$ cat config.mk
export PLATFORM = sky130hd
export DESIGN_NAME = multicycle_control
export DESIGN_NICKNAME = d
export VERILOG_FILES = /design/src/rtl/mc_ctrl_pkg.sv /design/src/rtl/mc_op_class.sv /design/src/rtl/multicycle_control.sv
export SDC_FILE = /design/constraint.sdc
export NUM_CORES = 1
export LEC_CHECK = 0
export CAP_MARGIN = 25
export CELL_PAD_IN_SITES_DETAIL_PLACEMENT = 1
export CELL_PAD_IN_SITES_GLOBAL_PLACEMENT = 2
export CORE_UTILIZATION = 28
export DETAILED_ROUTE_END_ITERATION = 7
export PLACE_DENSITY_LB_ADDON = 0.1
export SYNTH_ARGS = -nofsm -noshare
export SYNTH_HDL_FRONTEND = slang
export SYNTH_SLANG_ARGS = --single-unit
$ cat constraint.sdc
create_clock -name clk -period 5.9 [get_ports clk]
set_clock_uncertainty 0.1 [all_clocks]
set_input_delay 0.59 -clock clk [delete_from_list [all_inputs] [get_ports clk]]
set_output_delay 0.59 -clock clk [all_outputs]
set_load 0.005 [all_outputs]
$ cat src/rtl/mc_ctrl_pkg.sv
// Shared encodings for the multi-cycle MIPS main control unit: states, opcodes,
// ALU codes, mux selects and the decoded instruction class.
package mc_ctrl_pkg;

    typedef enum logic [3:0] {
        S_IDLE, S_FETCH, S_DECODE, S_MEM_ADDR, S_MEM_RD, S_MEM_WB, S_MEM_WR,
        S_R_EXEC, S_R_WB, S_I_EXEC, S_I_WB, S_BRANCH, S_JUMP
    } state_t;

    typedef enum logic [2:0] {
        C_RTYPE, C_LOAD, C_STORE, C_BR_EQ, C_BR_NE, C_IMM, C_JUMP, C_ILLEGAL
    } op_class_t;

    localparam logic [5:0] OP_RTYPE = 6'b000000;
    localparam logic [5:0] OP_LW    = 6'b100011;
    localparam logic [5:0] OP_SW    = 6'b101011;
    localparam logic [5:0] OP_BEQ   = 6'b000100;
    localparam logic [5:0] OP_BNE   = 6'b000101;
    localparam logic [5:0] OP_ADDI  = 6'b001000;
    localparam logic [5:0] OP_ANDI  = 6'b001100;
    localparam logic [5:0] OP_ORI   = 6'b001101;
    localparam logic [5:0] OP_SLTI  = 6'b001010;
    localparam logic [5:0] OP_J     = 6'b000010;

    localparam logic [2:0] ALU_ADD   = 3'd0;
    localparam logic [2:0] ALU_SUB   = 3'd1;
    localparam logic [2:0] ALU_FUNCT = 3'd2;
    localparam logic [2:0] ALU_AND   = 3'd3;
    localparam logic [2:0] ALU_OR    = 3'd4;
    localparam logic [2:0] ALU_SLT   = 3'd5;

    localparam logic [1:0] ASB_RT     = 2'b00;
    localparam logic [1:0] ASB_FOUR   = 2'b01;
    localparam logic [1:0] ASB_IMM    = 2'b10;
    localparam logic [1:0] ASB_IMM_SH = 2'b11;

    localparam logic [1:0] PC_ALU    = 2'b00;
    localparam logic [1:0] PC_ALUOUT = 2'b01;
    localparam logic [1:0] PC_JUMP   = 2'b10;

    // ALU operation for the immediate-arithmetic group; addi falls through to add.
    function automatic logic [2:0] imm_alu_op(input logic [5:0] op);
        case (op)
            OP_ANDI: return ALU_AND;
            OP_ORI:  return ALU_OR;
            OP_SLTI: return ALU_SLT;
            default: return ALU_ADD;
        endcase
    endfunction

endpackage

$ cat src/rtl/mc_op_class.sv
// Combinational opcode-to-class decoder; extended opcodes classify as illegal
// unless EN_EXT is set.
module mc_op_class
    import mc_ctrl_pkg::*;
#(
    parameter bit EN_EXT = 1'b1
) (
    input  logic [5:0] op,
    output op_class_t  cls
);

    always_comb begin
        cls = C_ILLEGAL;
        case (op)
            OP_RTYPE:               cls = C_RTYPE;
            OP_LW:                  cls = C_LOAD;
            OP_SW:                  cls = C_STORE;
            OP_BEQ:                 cls = C_BR_EQ;
            OP_J:                   cls = C_JUMP;
            OP_ADDI:                cls = C_IMM;
            OP_BNE:                 cls = EN_EXT ? C_BR_NE : C_ILLEGAL;
            OP_ANDI, OP_ORI, OP_SLTI: cls = EN_EXT ? C_IMM : C_ILLEGAL;
            default:                cls = C_ILLEGAL;
        endcase
    end

endmodule

$ cat src/rtl/multicycle_control.sv
// Multi-cycle MIPS main control FSM: sequences fetch/decode/execute/memory/
// writeback and drives the datapath strobes, stalling on mem_ready.
module multicycle_control
    import mc_ctrl_pkg::*;
#(
    parameter int ALU_OP_W = 3,
    parameter bit EN_EXT   = 1'b1
) (
    input  logic                clk,
    input  logic                rst_n,
    input  logic [5:0]          op,
    input  logic                mem_ready,
    output logic                mem_read,
    output logic                mem_write,
    output logic                i_or_d,
    output logic                ir_write,
    output logic                pc_write,
    output logic                branch,
    output logic                branch_ne,
    output logic [1:0]          pc_src,
    output logic                alu_src_a,
    output logic [1:0]          alu_src_b,
    output logic [ALU_OP_W-1:0] alu_op,
    output logic                reg_dst,
    output logic                mem_to_reg,
    output logic                reg_write,
    output logic                instr_done,
    output logic                illegal
);

    state_t     state_q, state_d;
    logic [5:0] op_q, op_d;
    logic [5:0] op_sel;
    logic [2:0] alu_op_c;
    op_class_t  cls;

    // op is only valid during DECODE; later states classify the latched copy.
    assign op_sel = (state_q == S_DECODE) ? op : op_q;

    mc_op_class #(.EN_EXT(EN_EXT)) u_op_class (
        .op  (op_sel),
        .cls (cls)
    );

    assign alu_op = ALU_OP_W'(alu_op_c);

    always_ff @(posedge clk or negedge rst_n) begin
        if (!rst_n) begin
            state_q <= S_IDLE;
            op_q    <= '0;
        end else begin
            state_q <= state_d;
            op_q    <= op_d;
        end
    end

    always_comb begin
        state_d    = state_q;
        op_d       = op_q;
        mem_read   = 1'b0;
        mem_write  = 1'b0;
        i_or_d     = 1'b0;
        ir_write   = 1'b0;
        pc_write   = 1'b0;
        branch     = 1'b0;
        branch_ne  = 1'b0;
        pc_src     = PC_ALU;
        alu_src_a  = 1'b0;
        alu_src_b  = ASB_RT;
        alu_op_c   = ALU_ADD;
        reg_dst    = 1'b0;
        mem_to_reg = 1'b0;
        reg_write  = 1'b0;
        instr_done = 1'b0;
        illegal    = 1'b0;
        case (state_q)
            S_IDLE: state_d = S_FETCH;
            S_FETCH: begin
                mem_read  = 1'b1;
                alu_src_b = ASB_FOUR;
                ir_write  = mem_ready;
                pc_write  = mem_ready;
                if (mem_ready) state_d = S_DECODE;
            end
            S_DECODE: begin
                alu_src_b = ASB_IMM_SH;
                op_d      = op;
                case (cls)
                    C_RTYPE:          state_d = S_R_EXEC;
                    C_LOAD, C_STORE:  state_d = S_MEM_ADDR;
                    C_BR_EQ, C_BR_NE: state_d = S_BRANCH;
                    C_JUMP:           state_d = S_JUMP;
                    C_IMM:            state_d = S_I_EXEC;
                    default: begin
                        illegal    = 1'b1;
                        instr_done = 1'b1;
                        state_d    = S_FETCH;
                    end
                endcase
            end
            S_MEM_ADDR: begin
                alu_src_a = 1'b1;
                alu_src_b = ASB_IMM;
                state_d   = (cls == C_LOAD) ? S_MEM_RD : S_MEM_WR;
            end
            S_MEM_RD: begin
                mem_read = 1'b1;
                i_or_d   = 1'b1;
                if (mem_ready) state_d = S_MEM_WB;
            end
            S_MEM_WB: begin
                reg_write  = 1'b1;
                mem_to_reg = 1'b1;
                instr_done = 1'b1;
                state_d    = S_FETCH;
            end
            S_MEM_WR: begin
                mem_write  = 1'b1;
                i_or_d     = 1'b1;
                instr_done = mem_ready;
                if (mem_ready) state_d = S_FETCH;
            end
            S_R_EXEC: begin
                alu_src_a = 1'b1;
                alu_op_c  = ALU_FUNCT;
                state_d   = S_R_WB;
            end
            S_R_WB: begin
                reg_write  = 1'b1;
                reg_dst    = 1'b1;
                instr_done = 1'b1;
                state_d    = S_FETCH;
            end
            S_I_EXEC: begin
                alu_src_a = 1'b1;
                alu_src_b = ASB_IMM;
                alu_op_c  = imm_alu_op(op_q);
                state_d   = S_I_WB;
            end
            S_I_WB: begin
                reg_write  = 1'b1;
                instr_done = 1'b1;
                state_d    = S_FETCH;
            end
            S_BRANCH: begin
                alu_src_a  = 1'b1;
                alu_op_c   = ALU_SUB;
                pc_src     = PC_ALUOUT;
                branch     = (cls == C_BR_EQ);
                branch_ne  = (cls == C_BR_NE);
                instr_done = 1'b1;
                state_d    = S_FETCH;
            end
            S_JUMP: begin
                pc_write   = 1'b1;
                pc_src     = PC_JUMP;
                instr_done = 1'b1;
                state_d    = S_FETCH;
            end
            default: state_d = S_IDLE;
        endcase
    end

endmodule

==> run metrics <==
kind of end point of the critical path=primary output; CTS buffer count=3; vias in the first global route=about 1,200; Worst-Margin Slew=0.6844 ns; Nets=177; max frequency=258.5 MHz; WP data required=5.21 ns; area growth from synthesis to layout=28.88%; worst hold start=op_q[5]; ANT cells=0; Synth Cell Area=1096 sq um; period utilization=around 66%; top-count cell post-synth=nand2_1; dpl hpwl=2540 microns; Worst setup SP type=flip-flop; HP Class=flip-flop to flip-flop; CTS resizes=0; CORE AREA=3716 sq um; P_leak=between 0.5 and 0.6 nW; Die Ht=64.57 microns; total negative slack=0 ns; outcome=finished, final reports clean; GRT Total Usage=17.75%; detailed-route via count=1,187; asr flop ratio synth=100.0%; largest net degree at the start of global routing=23; RSZ-0062 raised after global routing=no; MaxCap Viol Count=0; number of flops mapped to enable cells by yosys=0; Die X=64.57 microns; CTS tree=yes; #FFs+latches synth=10; first-pass GRT wire length=about 5900 microns; post-synthesis sequential area ratio=a little under a quarter; Syn Area/Cell=between 7 and 8 sq um; row count=22; # IOs=29; Reg clk slew, reported paths=~0.040 ns; ys flop type=dfrtp_1; CP max FO=22; relative max-transition margin=about 54%; commonest cells in the netlist=nand2_1, nor2_1, clkbuf_1, dfrtp_1, a21oi_1; initial antenna violation count=0; Post-DRT Antenna Nets=0; worst path arrival time=roughly 3.2 ns; share of cells above drive strength 1=7.229%; deepest clock path buffer count=2; internal power=0.3403 mW; H-tree levels=1; die area=4169 sq um; initial DRC count=47; Cell variety after synth=47; final core utilization=38.01%; final routed DRC violation total=0; power density of the placed cells=447.4 nW/um^2; Max VDD drop=0.1297 mV; Final min period=around 3.9 ns; Hold WS=about 0.54 ns; FF+latch area=250.2 sq um; pre-CTS setup slack=2.289 ns; post-CTS setup repair buffer count=0; critical path, cell by cell=or4b_1 -> or4_4 -> o22ai_2 -> a311oi_1 -> nor4_2 -> clkdlybuf4s50_1; Syn Inst Count=151; CP peak stage delay=approximately 0.75 ns; final hold vios=0; placed cell count=211; final instance area=between 1000 and 1500 sq um; fin. max-slew vios=0; Starting Density=29.49%; Post-Layout Cell Count=214; Synth area leaders=dfrtp_1, nand2_1, nand2b_1; Via-to-Cell Ratio=5.547; kind of critical path=flip-flop to primary output; reg-to-reg startpoint=state_q[0]; Reg power frac=32.3%; CP max stage cell=or4b_1; Clock power frac=11.0%; Congestion Overflow GR=0; DR pass1 iterations=4; total chip power=0.6321 mW; Synth area leader=dfrtp_1; Post-Route WL=3443 microns; final setup margin=~2 ns; area of the multi-input gates=758.2 sq um; filler instances=482; crit path launch=state_q[0]; hold_buf cts=0; Post-DP Area=1371 sq um; port bufs=28; Ys Warns=0; Gate power share=56.7%; Num Clock Sinks=10; Skew-Pair Late Insertion Delay=0.23 ns; Synth top area share=between 20% and 30%; Syn Nets=160; clock root cell=clkbuf_8; Net Sw Power=0.2918 mW; Net Sw Frac=46.16%; WL/cell=16.09 microns; Placer Congestion=roughly 0.84; Final setup viols=0
worst max-delay path: cells and delay by family (launching register included):
family                 cells  cell delay [ns]
buffers and inverters      1             0.54
DFF                        1             0.62
and+or+nand+nor            3             1.49
AOI/OAI and AO/OA          2             0.28
logic make-up after synthesis:
logic type             synth area share [%]
AO/OA/AOI/OAI                         22.72
buffers and inverters                 7.991
multiplexers                          4.794
AND/OR/NAND/NOR                       40.07
XOR/XNOR                              1.598
flip-flops                            22.83
cells in the final DEF (no fill, tap or decap), drive strengths merged, types with 2 or more instances in the layout:
master / instances
a211o: 2
a21boi: 3
a21oi: 9
and3: 2
clkbuf: 3
clkdlybuf4s50: 28
dfrtp: 10
inv: 4
mux2: 2
mux2i: 3
nand2: 20
nand2b: 8
nand3: 2
nand3b: 2
nand4b: 2
nor2: 13
nor2b: 4
nor3: 4
nor3b: 3
nor4: 5
nor4b: 4
o21ai: 6
o22ai: 4
o311ai: 2
o31ai: 2
or4: 4
xnor2: 2
state kept, by name, indices dropped and copies added (netlist names):
name	flops
op_q	6
state_q	4
final timing paths:
| check | endpoint | slack, ns | cells past startpoint |
|---|---|---|---|
| worst max-delay path | branch_ne | 2.03 | 6 |
| worst min-delay path | op_q[5] | 0.54 | 2 |
| worst min register to register | op_q[5] | 0.54 | 2 |
| max in group asynchronous | op_q[0] | 4.80 | 1 |
| min in group asynchronous | op_q[5] | 0.58 | 1 |
| worst max register to register | state_q[0] | 3.22 | 5 |
layout make-up:
cell class | instances | area share (%)
clock buffer | 3 | 2.923
inverter | 4 | 1.063
multi-input combinational | 120 | 53.68
sequential | 10 | 17.71
tap | 48 | 4.252
timing repair buffer | 29 | 20.37
power by group through the flow:
stage / Clock, mW / Sequential (mW) / Combinational (mW)
6_report: 0.0695 / 0.204 / 0.358
5_1_grt: 0.0746 / 0.218 / 0.399
4_1_cts: 0.0709 / 0.204 / 0.362
3_5_place_dp: 0 / 0.205 / 0.359
3_3_place_gp: 0 / 0.204 / 0.356
2_1_floorplan: 0 / 0.119 / 0.299
routing by layer:
layer	vias up	global-route usage, %	share of wire (%)
met4	0	5.278	1.2
met2	28	27.63	47
met1	568	25.94	50
li1	587	-	-
met5	-	0	0
met3	4	1.232	2.4
Power figures use the tool's default switching activity.
